==> config.mk <==
export PLATFORM = sky130hd
export DESIGN_NAME = jump_resolve_unit
export DESIGN_NICKNAME = d
export VERILOG_FILES = /design/src/rtl/jump_resolve_unit_pkg.sv /design/src/rtl/jump_resolve_unit_cmp_unit.sv /design/src/rtl/jump_resolve_unit.sv
export SDC_FILE = /design/constraint.sdc
export NUM_CORES = 1
export LEC_CHECK = 0
export ABC_AREA = 1
export BUFFER_PORTS_ARGS = -buffer_cell sky130_fd_sc_hd__buf_4
export CAP_MARGIN = 5
export CORE_MARGIN = 3
export CORE_UTILIZATION = 47
export DETAILED_ROUTE_END_ITERATION = 8
export HOLD_SLACK_MARGIN = 0.06
export PLACE_DENSITY_LB_ADDON = 0.2
export SYNTH_ARGS = -nofsm -noshare
export SYNTH_HDL_FRONTEND = slang
export SYNTH_SLANG_ARGS = --single-unit
==> constraint.sdc <==
create_clock -name clk -period 7.1 [get_ports clk]
set_input_delay 1.065 -clock clk [delete_from_list [all_inputs] [get_ports clk]]
set_output_delay 1.065 -clock clk [all_outputs]
set_load 0.01 [all_outputs]
==> src/rtl/jump_resolve_unit_pkg.sv <==
// Shared constants for the branch/jump resolution unit: datapath width,
// link increment and the comparison-select encoding.
package jump_resolve_unit_pkg;

    localparam int WIDTH   = 32;
    localparam int PC_INCR = 4;

    localparam logic [2:0] CMP_NONE = 3'b000;
    localparam logic [2:0] CMP_EQ   = 3'b001;
    localparam logic [2:0] CMP_NE   = 3'b010;
    localparam logic [2:0] CMP_LT   = 3'b011;
    localparam logic [2:0] CMP_LTU  = 3'b100;
    localparam logic [2:0] CMP_GE   = 3'b101;
    localparam logic [2:0] CMP_GEU  = 3'b110;

    typedef enum logic {
        IDLE = 1'b0,
        HOLD = 1'b1
    } state_t;

endpackage

==> src/rtl/jump_resolve_unit_cmp_unit.sv <==
// Combinational branch comparator: evaluates the condition selected by
// cmp_ctrl on two operands; reserved and "none" encodings yield 0.
module cmp_unit
    import jump_resolve_unit_pkg::*;
#(
    parameter int W = WIDTH
) (
    input  logic [2:0]   cmp_ctrl,
    input  logic [W-1:0] op_a,
    input  logic [W-1:0] op_b,
    output logic         res
);

    logic eq;
    logic lt_s;
    logic lt_u;

    assign eq   = (op_a == op_b);
    assign lt_s = ($signed(op_a) < $signed(op_b));
    assign lt_u = (op_a < op_b);

    always_comb begin
        res = 1'b0;
        case (cmp_ctrl)
            CMP_EQ:  res = eq;
            CMP_NE:  res = ~eq;
            CMP_LT:  res = lt_s;
            CMP_LTU: res = lt_u;
            CMP_GE:  res = ~lt_s;
            CMP_GEU: res = ~lt_u;
            default: res = 1'b0;
        endcase
    end

endmodule

==> src/rtl/jump_resolve_unit.sv <==
// Branch/jump resolution unit: captures operands on EN, then presents target,
// link address and branch condition. Optional macro JALR_LSB_CLEAR_EN clears
// bit 0 of JALR targets.
module jump_resolve_unit
    import jump_resolve_unit_pkg::*;
#(
    parameter int W = WIDTH
) (
    input  logic         clk,
    input  logic         rst_n,
    input  logic         EN,
    input  logic         JALR,
    input  logic [2:0]   cmp_ctrl,
    input  logic [W-1:0] rs1_data,
    input  logic [W-1:0] rs2_data,
    input  logic [W-1:0] imm,
    input  logic [W-1:0] PC,
    output logic [W-1:0] PC_jump,
    output logic [W-1:0] PC_wb,
    output logic         cmp_res,
    output logic         busy
);

    state_t       state_reg;
    state_t       state_next;
    logic         capture;

    logic         jalr_reg;
    logic [2:0]   cmp_ctrl_reg;
    logic [W-1:0] rs1_reg;
    logic [W-1:0] rs2_reg;
    logic [W-1:0] imm_reg;
    logic [W-1:0] pc_reg;

    logic [W-1:0] target_base;
    logic [W-1:0] target_sum;

    // EN seen while holding is dropped, so issue is accepted every other cycle.
    always_comb begin
        state_next = state_reg;
        capture    = 1'b0;
        case (state_reg)
            IDLE: begin
                if (EN) begin
                    capture    = 1'b1;
                    state_next = HOLD;
                end
            end
            HOLD: state_next = IDLE;
            default: state_next = IDLE;
        endcase
    end

    always_ff @(posedge clk) begin
        if (!rst_n) begin
            state_reg    <= IDLE;
            jalr_reg     <= 1'b0;
            cmp_ctrl_reg <= CMP_NONE;
            rs1_reg      <= '0;
            rs2_reg      <= '0;
            imm_reg      <= '0;
            pc_reg       <= '0;
        end else begin
            state_reg <= state_next;
            if (capture) begin
                jalr_reg     <= JALR;
                cmp_ctrl_reg <= cmp_ctrl;
                rs1_reg      <= rs1_data;
                rs2_reg      <= rs2_data;
                imm_reg      <= imm;
                pc_reg       <= PC;
            end
        end
    end

    assign target_base = jalr_reg ? rs1_reg : pc_reg;
    assign target_sum  = target_base + imm_reg;

`ifdef JALR_LSB_CLEAR_EN
    assign PC_jump = jalr_reg ? {target_sum[W-1:1], 1'b0} : target_sum;
`else
    assign PC_jump = target_sum;
`endif

    assign PC_wb = pc_reg + W'(PC_INCR);
    assign busy  = (state_reg == HOLD);

    cmp_unit #(
        .W(W)
    ) u_cmp (
        .cmp_ctrl(cmp_ctrl_reg),
        .op_a    (rs1_reg),
        .op_b    (rs2_reg),
        .res     (cmp_res)
    );

endmodule

== After elaboration in Yosys (flattened, before gate mapping) ==
Cells that the tools add are included.
Storage, ports and cells
  register bits after elaboration: 133
  bits of input ports: 135
  output and inout bits: 66
  word-level logic and storage cells: 27
Cells by class
  add/sub/neg operators: 2
  $lt $le $gt $ge: 2
  eq/ne operators: 7
  mux-type cells: 5
  bitwise operators: 4
Operator list (count)
  $lt 32x32->1: 2
  $add 32x3->32 const B: 1
  $add 32x32->32: 1
  $eq 32x32->1: 1
  $mux 32: 1
  $eq 3x3->1 const B: 3
  $eq 3x2->1 const B: 2
  $pmux 1 s6: 1
  $not 1->1: 4
  $eq 3x1->1 const B: 1
  $mux 1: 2
  $pmux 1 s2: 1

== Longest topological paths before layout ==
Gate-level depths: netlist of run 1.
  depth after elaboration: 3
  gate-level depth with buffers: 16
  gate-level depth less buffers: 16

== Hierarchy ==
From an unflattened synthesis of run 1, not the netlist that was laid out.
Unflattened totals
  cells, all modules: 1436
  area, all modules: 8919.8 sq um
By module, submodules not included
  jump_resolve_unit: instances 1, cells each 1270, area an instance 7941.4 sq um, seq. area each 2662.6 sq um
  cmp_unit: instances 1, cells each 166, area an instance 978.4 sq um, seq. area each 0.0 sq um

== Least setup slack after synthesis of run 1 ==
OpenSTA, ideal clock, no wires.
  path kind: reg-to-output
  from: reg jalr_reg
  to: out PC_jump[30]
  arrival time: 2592 ps
  data required time: 6035 ps
  slack: 3443 ps
  stages on the path, launching flop included: 14
  path buffers: 2
  path through: dfxtp_1 clkbuf_1 clkbuf_1 nor2_1 a21oi_1 ha_1 inv_1 fa_1 o21ai_1 a21oi_1 o21ai_1 nand3_1 nand2_1 xor2_1
Between the ends
  word-level cells in the longest chain between the ends: 2
RTL lines
  start: declaration: RTL line jump_resolve_unit.sv:28  | logic jalr_reg;
  start signal: assignment: RTL line jump_resolve_unit.sv:57  | jalr_reg <= 1'b0;
  start signal: assignment: RTL line jump_resolve_unit.sv:66  | jalr_reg <= JALR;
  $mux 32: RTL line jump_resolve_unit.sv:76  | assign target_base = jalr_reg ? rs1_reg : pc_reg;
  $add 32x32->32: RTL line jump_resolve_unit.sv:77  | assign target_sum = target_base + imm_reg;
  end: declaration: RTL line jump_resolve_unit.sv:18  | output logic [W-1:0] PC_jump,
No other way between the ends.

== Worst setup path after layout of run 1 ==
  from: reg jalr_reg
  to: out PC_jump[21]
Same word-level chain as after synthesis.

==> results of run 1 <==
worst max-delay path: cells and delay by family (launching register included):
family | cells | cell delay (ps)
AOI/OAI and AO/OA | 5 | 1450
xor gates and xnor gates | 1 | 160
adders and majority gates | 1 | 400
buffers and inverters | 1 | 150
DFF | 1 | 1010
and+or+nand+nor | 1 | 120
worst paths after layout:
check | from | endpoint | slack, ps
max | jalr_reg | PC_jump[21] | 2320
min | rs2_reg[25] | rs2_reg[25] | 460
max reg2reg | busy | pc_reg[21] | 4190
min reg2reg | rs2_reg[25] | rs2_reg[25] | 460
cells in the final DEF, fill, tap and decap left out, drive strengths merged, types with 3 or more instances in the layout:
cell,Yosys,layout
o21bai,6,6
nor3,10,10
nor2,194,194
xnor2,10,10
bufinv,0,3
dfxtp,133,133
clkinvlp,0,3
clkbuf,46,19
buf,6,202
inv,119,123
nand4,14,14
a21o,7,7
o21a,6,6
a21oi,127,127
ha,64,64
nand3,30,30
clkinv,0,3
xor2,43,43
o21ai,186,186
nand2,169,169
logic make-up after synthesis:
kind of cell | Yosys count | synth area share (%)
and+or+nand+nor | 419 | 21.6
AOI/OAI and AO/OA | 336 | 21.5
buffers and inverters | 171 | 8.07
DFF | 133 | 32.9
adders and majority gates | 65 | 10.1
xor gates and xnor gates | 53 | 5.74
per-stage QoR:
stage | utilization (%) | setup slack, ps | total power (uW) | instance area (um2) | hold slack (ps)
after floorplan | - | 3440 | 1200 | 8090 | 433
after global placement | 58.0 | 2780 | 1440 | 9690 | 447
after detailed placement | 58.0 | 2780 | 1450 | 9690 | 454
after CTS | 61.7 | 2330 | 2370 | 10300 | 463
after global routing | 61.7 | 1960 | 2480 | 10300 | 486
final | 61.7 | 2320 | 2350 | 10300 | 459
final cells by class:
cell class / count / area, um2 / share of cell area, %
Multi-Input combinational cell: 873 / 4780 / 46.4
Sequential cell: 133 / 2660 / 25.9
Timing Repair Buffer: 202 / 1520 / 14.7
Inverter: 119 / 449 / 4.36
Clock buffer: 19 / 443 / 4.30
Tap cell: 220 / 275 / 2.67
Clock inverter: 13 / 170 / 1.65
metal layers:
layer | track usage (%) | vias up | wire, um
li1 | - | 4217 | -
met1 | 38.6 | 3692 | 11900
met2 | 39.1 | 227 | 10800
met3 | 5.33 | 22 | 1640
met4 | 6.26 | 0 | 329
met5 | 0 | - | 0
report_power, final:
group,switching (uW),internal (uW)
sequential,48.4,806
combinational,330,254
clock,346,567
==> reports/qor.csv, run 1 <==
stage;metric;value;unit
synthesis;yosys_warnings;0;
clocking;cts_root_buffer;clkbuf_16;
synthesis;ys_seq_elements;133;
die;num_rows;47;
sta;fin_tns_setup;0;ps
critical_path;cpMostUsedCell;a21oi_1;
clocking;numCtsBuffers;17;
die;io-pin-count;201;
sta;rsz0062_at_grt;no;
global_routing;grtUsageTotal;26.1;%
sta;report.final.slew_viol_count;0;
synthesis;syn_area;8090;um2
critical_path;cp_max_fo;65;
detailed_routing;routed_wl;24600;um
clocking;clk_latency;410;ps
sta;worst_slew_pin_slew;1130;ps
clocking;cts_setup_buffers;0;
die;initial_core_util;48.4;%
final_layout;fin_nets;1546;
detailed_routing;wl_per_cell;15.6;um
global_routing;grt-ovfl-total;0;
detailed_routing;ant_nets;0;
min_path;hold_path_depth;2;
placement;gp_congestion;0.943;
power_and_ir_drop;powerDensity;228;nW/um2
clocking;cts_tree;yes;
sta;timing.final.crit_period;4780;ps
sta;period_share;67.3;%
critical_path;end_kind;primary output;
sta;hold_violations;0;
final_layout;drive_above_1_share;18.6;%
detailed_routing;vias;8158;
detailed_routing;vias_per_cell;5.17;
min_path;hp-class;reg -> reg;
global_routing;grt_pass1_vias;7594;
final_layout;n_fill_cell;1620;
critical_path;arrival;3710;ps
global_routing;grt_max_degree;134;
synthesis;synth_edf_count;0;
placement;placedCellCount;1547;
global_routing;antenna_found_initial;0;
global_routing;grt_pass1_wl;38600;um
clocking;cts_max_path_buffers;2;
clocking;clkSlewWorstSetupHoldPaths;60;ps
critical_path;crit_type;reg -> out;
synthesis;yosysTopAreaCellShare;32.9;%
synthesis;seq_area_frac_synth;32.9;%
clocking;cts_resized;0;
die;dieHeight;137;um
synthesis;synth.distinct_cells;33;
synthesis;synth.most_common_cell;nor2_1;
clocking;cts_sinks;133;
synthesis;ys_async_sr_fraction;0;%
die;fp.dieW;137;um
critical_path;worstPathRequired;6030;ps
synthesis;synthFlopType;dfxtp_1;
final_layout;syn_to_final_growth;27.3;%
critical_path;crit_slowest_cell;dfxtp_2;
synthesis;synth_fp_nets;1377;
synthesis;synthTopCellsByCount;189 x nor2_1, 182 x o21ai_0, 164 x nand2_1;
synthesis;synth.area.top_cells;dfxtp_1 33%, o21ai_0 11%, ha_1 9.9%;
placement;io_buffers;200;
final_layout;final_cell_count_no_fill;1579;
flow_run;cap_violations;0;
detailed_routing;dr.pass1.iters;5;
sta;fmax;209;MHz
power_and_ir_drop;leakagePower;0.00493;uW
status;status;complete, no violations;
detailed_routing;drt_iter0_markers;558;
sta;relSlewSlack;24.5;%
synthesis;syn_area_per_cell;6.87;um2
power_and_ir_drop;peakVddDrop;0.000155;V
critical_path;cpPeakStageDelay;1010;ps
sta;setup_viol;0;
clocking;hold_buffers;0;
final_layout;antenna_cells;0;
synthesis;yosysTopAreaCell;dfxtp_1;
die;dieArea;18800;um2
synthesis;synthCells;1177;
critical_path;crit_path_start_kind;flip-flop;
critical_path;crit_chain;o21ai_0 > ha_1 > a21oi_1 > nand2_1 > a21boi_0 > o21ai_1 > a21oi_1 > xnor2_1 > buf_4;
clocking;cts_max_level;4;
critical_path;reg2regPathDepth;6;
sta;skew;7.18;ps
die;core_area;16700;um2
detailed_routing;drcViolationCount;0;
placement;hpwlAfterDp;19000;um
Power figures use the tool's default switching activity.
==> run 2, diff against run 1 <==
Settings changed: ABC_AREA 1 to 0.
Clock period 7.1 ns to 4.75 ns, I/O delays scaled along.
==> run 2 against run 1 <==
Routed wire length decreased by 11%. Utilization increased by 0.76 points. Via count decreased by 8.8%. Global-route usage decreased by 3.0 points. First-iteration DRC count decreased by 30%. Sequential share of layout area decreased by 0.38 points. Non-clock buffer count increased by 4. Power increased by 42%. Register-to-register slack got worse by 1400 ps. Clock power increased by 60%. Clock skew decreased by 2.8 ps. Sequential power increased by 46%. Largest power group unchanged.
==> reports/qor.csv, run 2 <==
stage;metric;value;unit
status;status;complete, no violations;
global_routing;grt_pass1_vias;6954;
placement;dpl_worst_slack;378;ps
placement;placedCellCount;1390;
clocking;clkSlewWorstSetupHoldPaths;50;ps
sta;timing.final.crit_period;4510;ps
critical_path;r2r_slack;2770;ps
detailed_routing;drt_iter0_markers;388;
global_routing;grt_pass1_wl;34700;um
critical_path;r2r-end;jalr_reg;
final_layout;drive_above_1_share;23.1;%
synthesis;synth.area.top_cells;dfxtp_1 33%, nand2_1 13%, a21boi_0 12%;
detailed_routing;vias;7439;
sta;relSlewSlack;20.2;%
synthesis;yosys_warnings;0;
detailed_routing;drcViolationCount;0;
final_layout;antenna_cells;0;
detailed_routing;dr.pass1.iters;5;
sta;fmax;222;MHz
die;io-pin-count;201;
clocking;numCtsBuffers;17;
critical_path;end_kind;primary output;
synthesis;synth.most_common_cell;nand2_1;
clocking;cts_max_level;4;
synthesis;synth.distinct_cells;53;
synthesis;synthCells;1018;
synthesis;syn_area;8140;um2
placement;hpwlAfterDp;16700;um
final_layout;final_cell_area;10500;um2
sta;setup_ws;237;ps
synthesis;synth_edf_count;0;
detailed_routing;wl_per_cell;15.4;um
detailed_routing;ant_nets;0;
synthesis;ys_async_sr_fraction;0;%
sta;report.final.slew_viol_count;0;
global_routing;grtUsageTotal;23.1;%
critical_path;cp_max_fo;21;
critical_path;startpoint;jalr_reg;
critical_path;worstPathRequired;4040;ps
critical_path;reg2regPathDepth;4;
clocking;clk_latency;410;ps
die;core_area;16800;um2
synthesis;synthFlopType;dfxtp_1;
placement;gp_congestion;0.829;
synthesis;ys_seq_elements;133;
synthesis;yosysTopAreaCell;dfxtp_1;
global_routing;grt-ovfl-total;0;
clocking;cts_tree;yes;
sta;skew;4.41;ps
min_path;hp-class;reg -> reg;
final_layout;fin_nets;1389;
placement;io_buffers;200;
power_and_ir_drop;leakagePower;0.00479;uW
sta;worst_slew_pin_slew;1190;ps
synthesis;synthTopCellsByCount;286 x nand2_1, 133 x a21boi_0, 133 x dfxtp_1;
critical_path;endpoint;PC_jump[28];
sta;hold_violations;0;
global_routing;antenna_found_initial;0;
final_layout;syn_to_final_growth;28.5;%
die;dieArea;18900;um2
power_and_ir_drop;peakVddDrop;0.000322;V
clocking;cts_sinks;133;
sta;setup_viol;0;
synthesis;syn_area_per_cell;8.00;um2
die;fp.dieW;138;um
final_layout;layout_common_cells;286 x nand2_1, 204 x buf_4, 133 x a21boi_0, 132 x dfxtp_1, 64 x ha_1;
sta;period_share;95.0;%
power_and_ir_drop;powerDensity;320;nW/um2
die;initial_core_util;48.6;%
critical_path;r2r_start;busy;
detailed_routing;routed_wl;21900;um
global_routing;grt_max_degree;134;
clocking;cts_root_buffer;clkbuf_16;
die;num_rows;47;
critical_path;arrival;3800;ps
die;dieHeight;138;um
final_layout;layout_commonest_cell;nand2_1;
critical_path;crit_type;reg -> out;
clocking;cts_max_path_buffers;2;
synthesis;synth_fp_nets;1218;
clocking;hold_buffers;0;
flow_run;cap_violations;0;
synthesis;seq_area_frac_synth;32.7;%
final_layout;final_cell_count_no_fill;1421;
critical_path;crit_path_start_kind;flip-flop;
synthesis;yosysTopAreaCellShare;32.7;%
detailed_routing;vias_per_cell;5.24;
placement;dpl-instance-area;9790;um2
==> run 2: cell types whose count changed after synthesis, moves of 20 or more <==
cell / change
xnor2_1: +34
o21ai_0: -166
inv_1: -73
nand2_1: +122
a21oi_1: -94
a21o_1: +20
a21boi_0: +131
xor2_1: -30
nor2_1: -166
mux2_2: +30
==> run 2: critical path, cell delays in order (launching register included) <==
cell	delay [ps]
dfxtp_4	530
mux2_2	380
ha_1	190
inv_1	70
fa_1	210
nor2b_1	80
o2111ai_1	380
a21boi_2	150
o2111ai_1	300
a31oi_2	200
o41ai_2	300
o21bai_1	100
a21oi_1	180
xnor2_1	150
buf_4	150
==> run 2: cell type report <==
type,count,area [um2]
clock buffer,23,488
tap,220,275
fill,1544,6300
sequential,133,2670
timing repair buffer,206,1570
clock inverter,8,170
multi-input combinational,787,5130
inverter,44,165
==> run 2: power breakdown <==
group / total (uW) / switching [uW] / internal, uW
registers: 1250 / 65.6 / 1180
clock network: 1460 / 476 / 984
logic: 642 / 320 / 322
==> run 2: layer usage <==
layer	vias to the layer above	share of wire, %	track usage (%)
li1	3811	-	-
met1	3419	47	31.6
met2	183	46	37.4
met3	26	4.8	4.02
met4	0	1.7	6.71
met5	-	0	0
==> run 2: timing repair <==
item	4_1_cts	5_1_grt
buffers inserted	0	0
setup endpoints to repair	2	2
hold endpoints to repair	0	0
resized for setup	1	2
==> run 2: kinds of logic (layout without fill, tap and decap cells) <==
group | after synthesis | count (layout) | share of synthesized area (%)
compound gates | 247 | 247 | 22.1
simple gates | 386 | 386 | 20.0
xor+xnor | 57 | 57 | 6.13
buf+inv | 98 | 281 | 4.61
flops | 133 | 133 | 32.7
fa+ha+maj | 65 | 65 | 10.1
mux | 32 | 32 | 4.40
==> run 2: how the worst min path moves through the flow <==
stage | startpoint | endpoint | slack, ps | depth (start not counted)
2_1_floorplan | rs2_reg[10] | rs2_reg[10] | 440 | 2
3_3_place_gp | rs2_reg[5] | rs2_reg[5] | 460 | 2
3_5_place_dp | rs2_reg[11] | rs2_reg[11] | 460 | 2
4_1_cts | rs2_reg[11] | rs2_reg[11] | 470 | 2
5_1_grt | rs2_reg[26] | rs2_reg[26] | 490 | 2
6_report | rs2_reg[11] | rs2_reg[11] | 460 | 2
==> run 2: through the flow <==
step                TNS, ps  hold WS (ps)  util (%)  total power, uW
global route          -23.3           490      62.4             3500
global placement          0           456      58.4             1900
floorplan                 0           443         -             1620
CTS                       0           467      62.4             3380
detailed placement        0           460      58.4             1910
finish                    0           465      62.4             3350
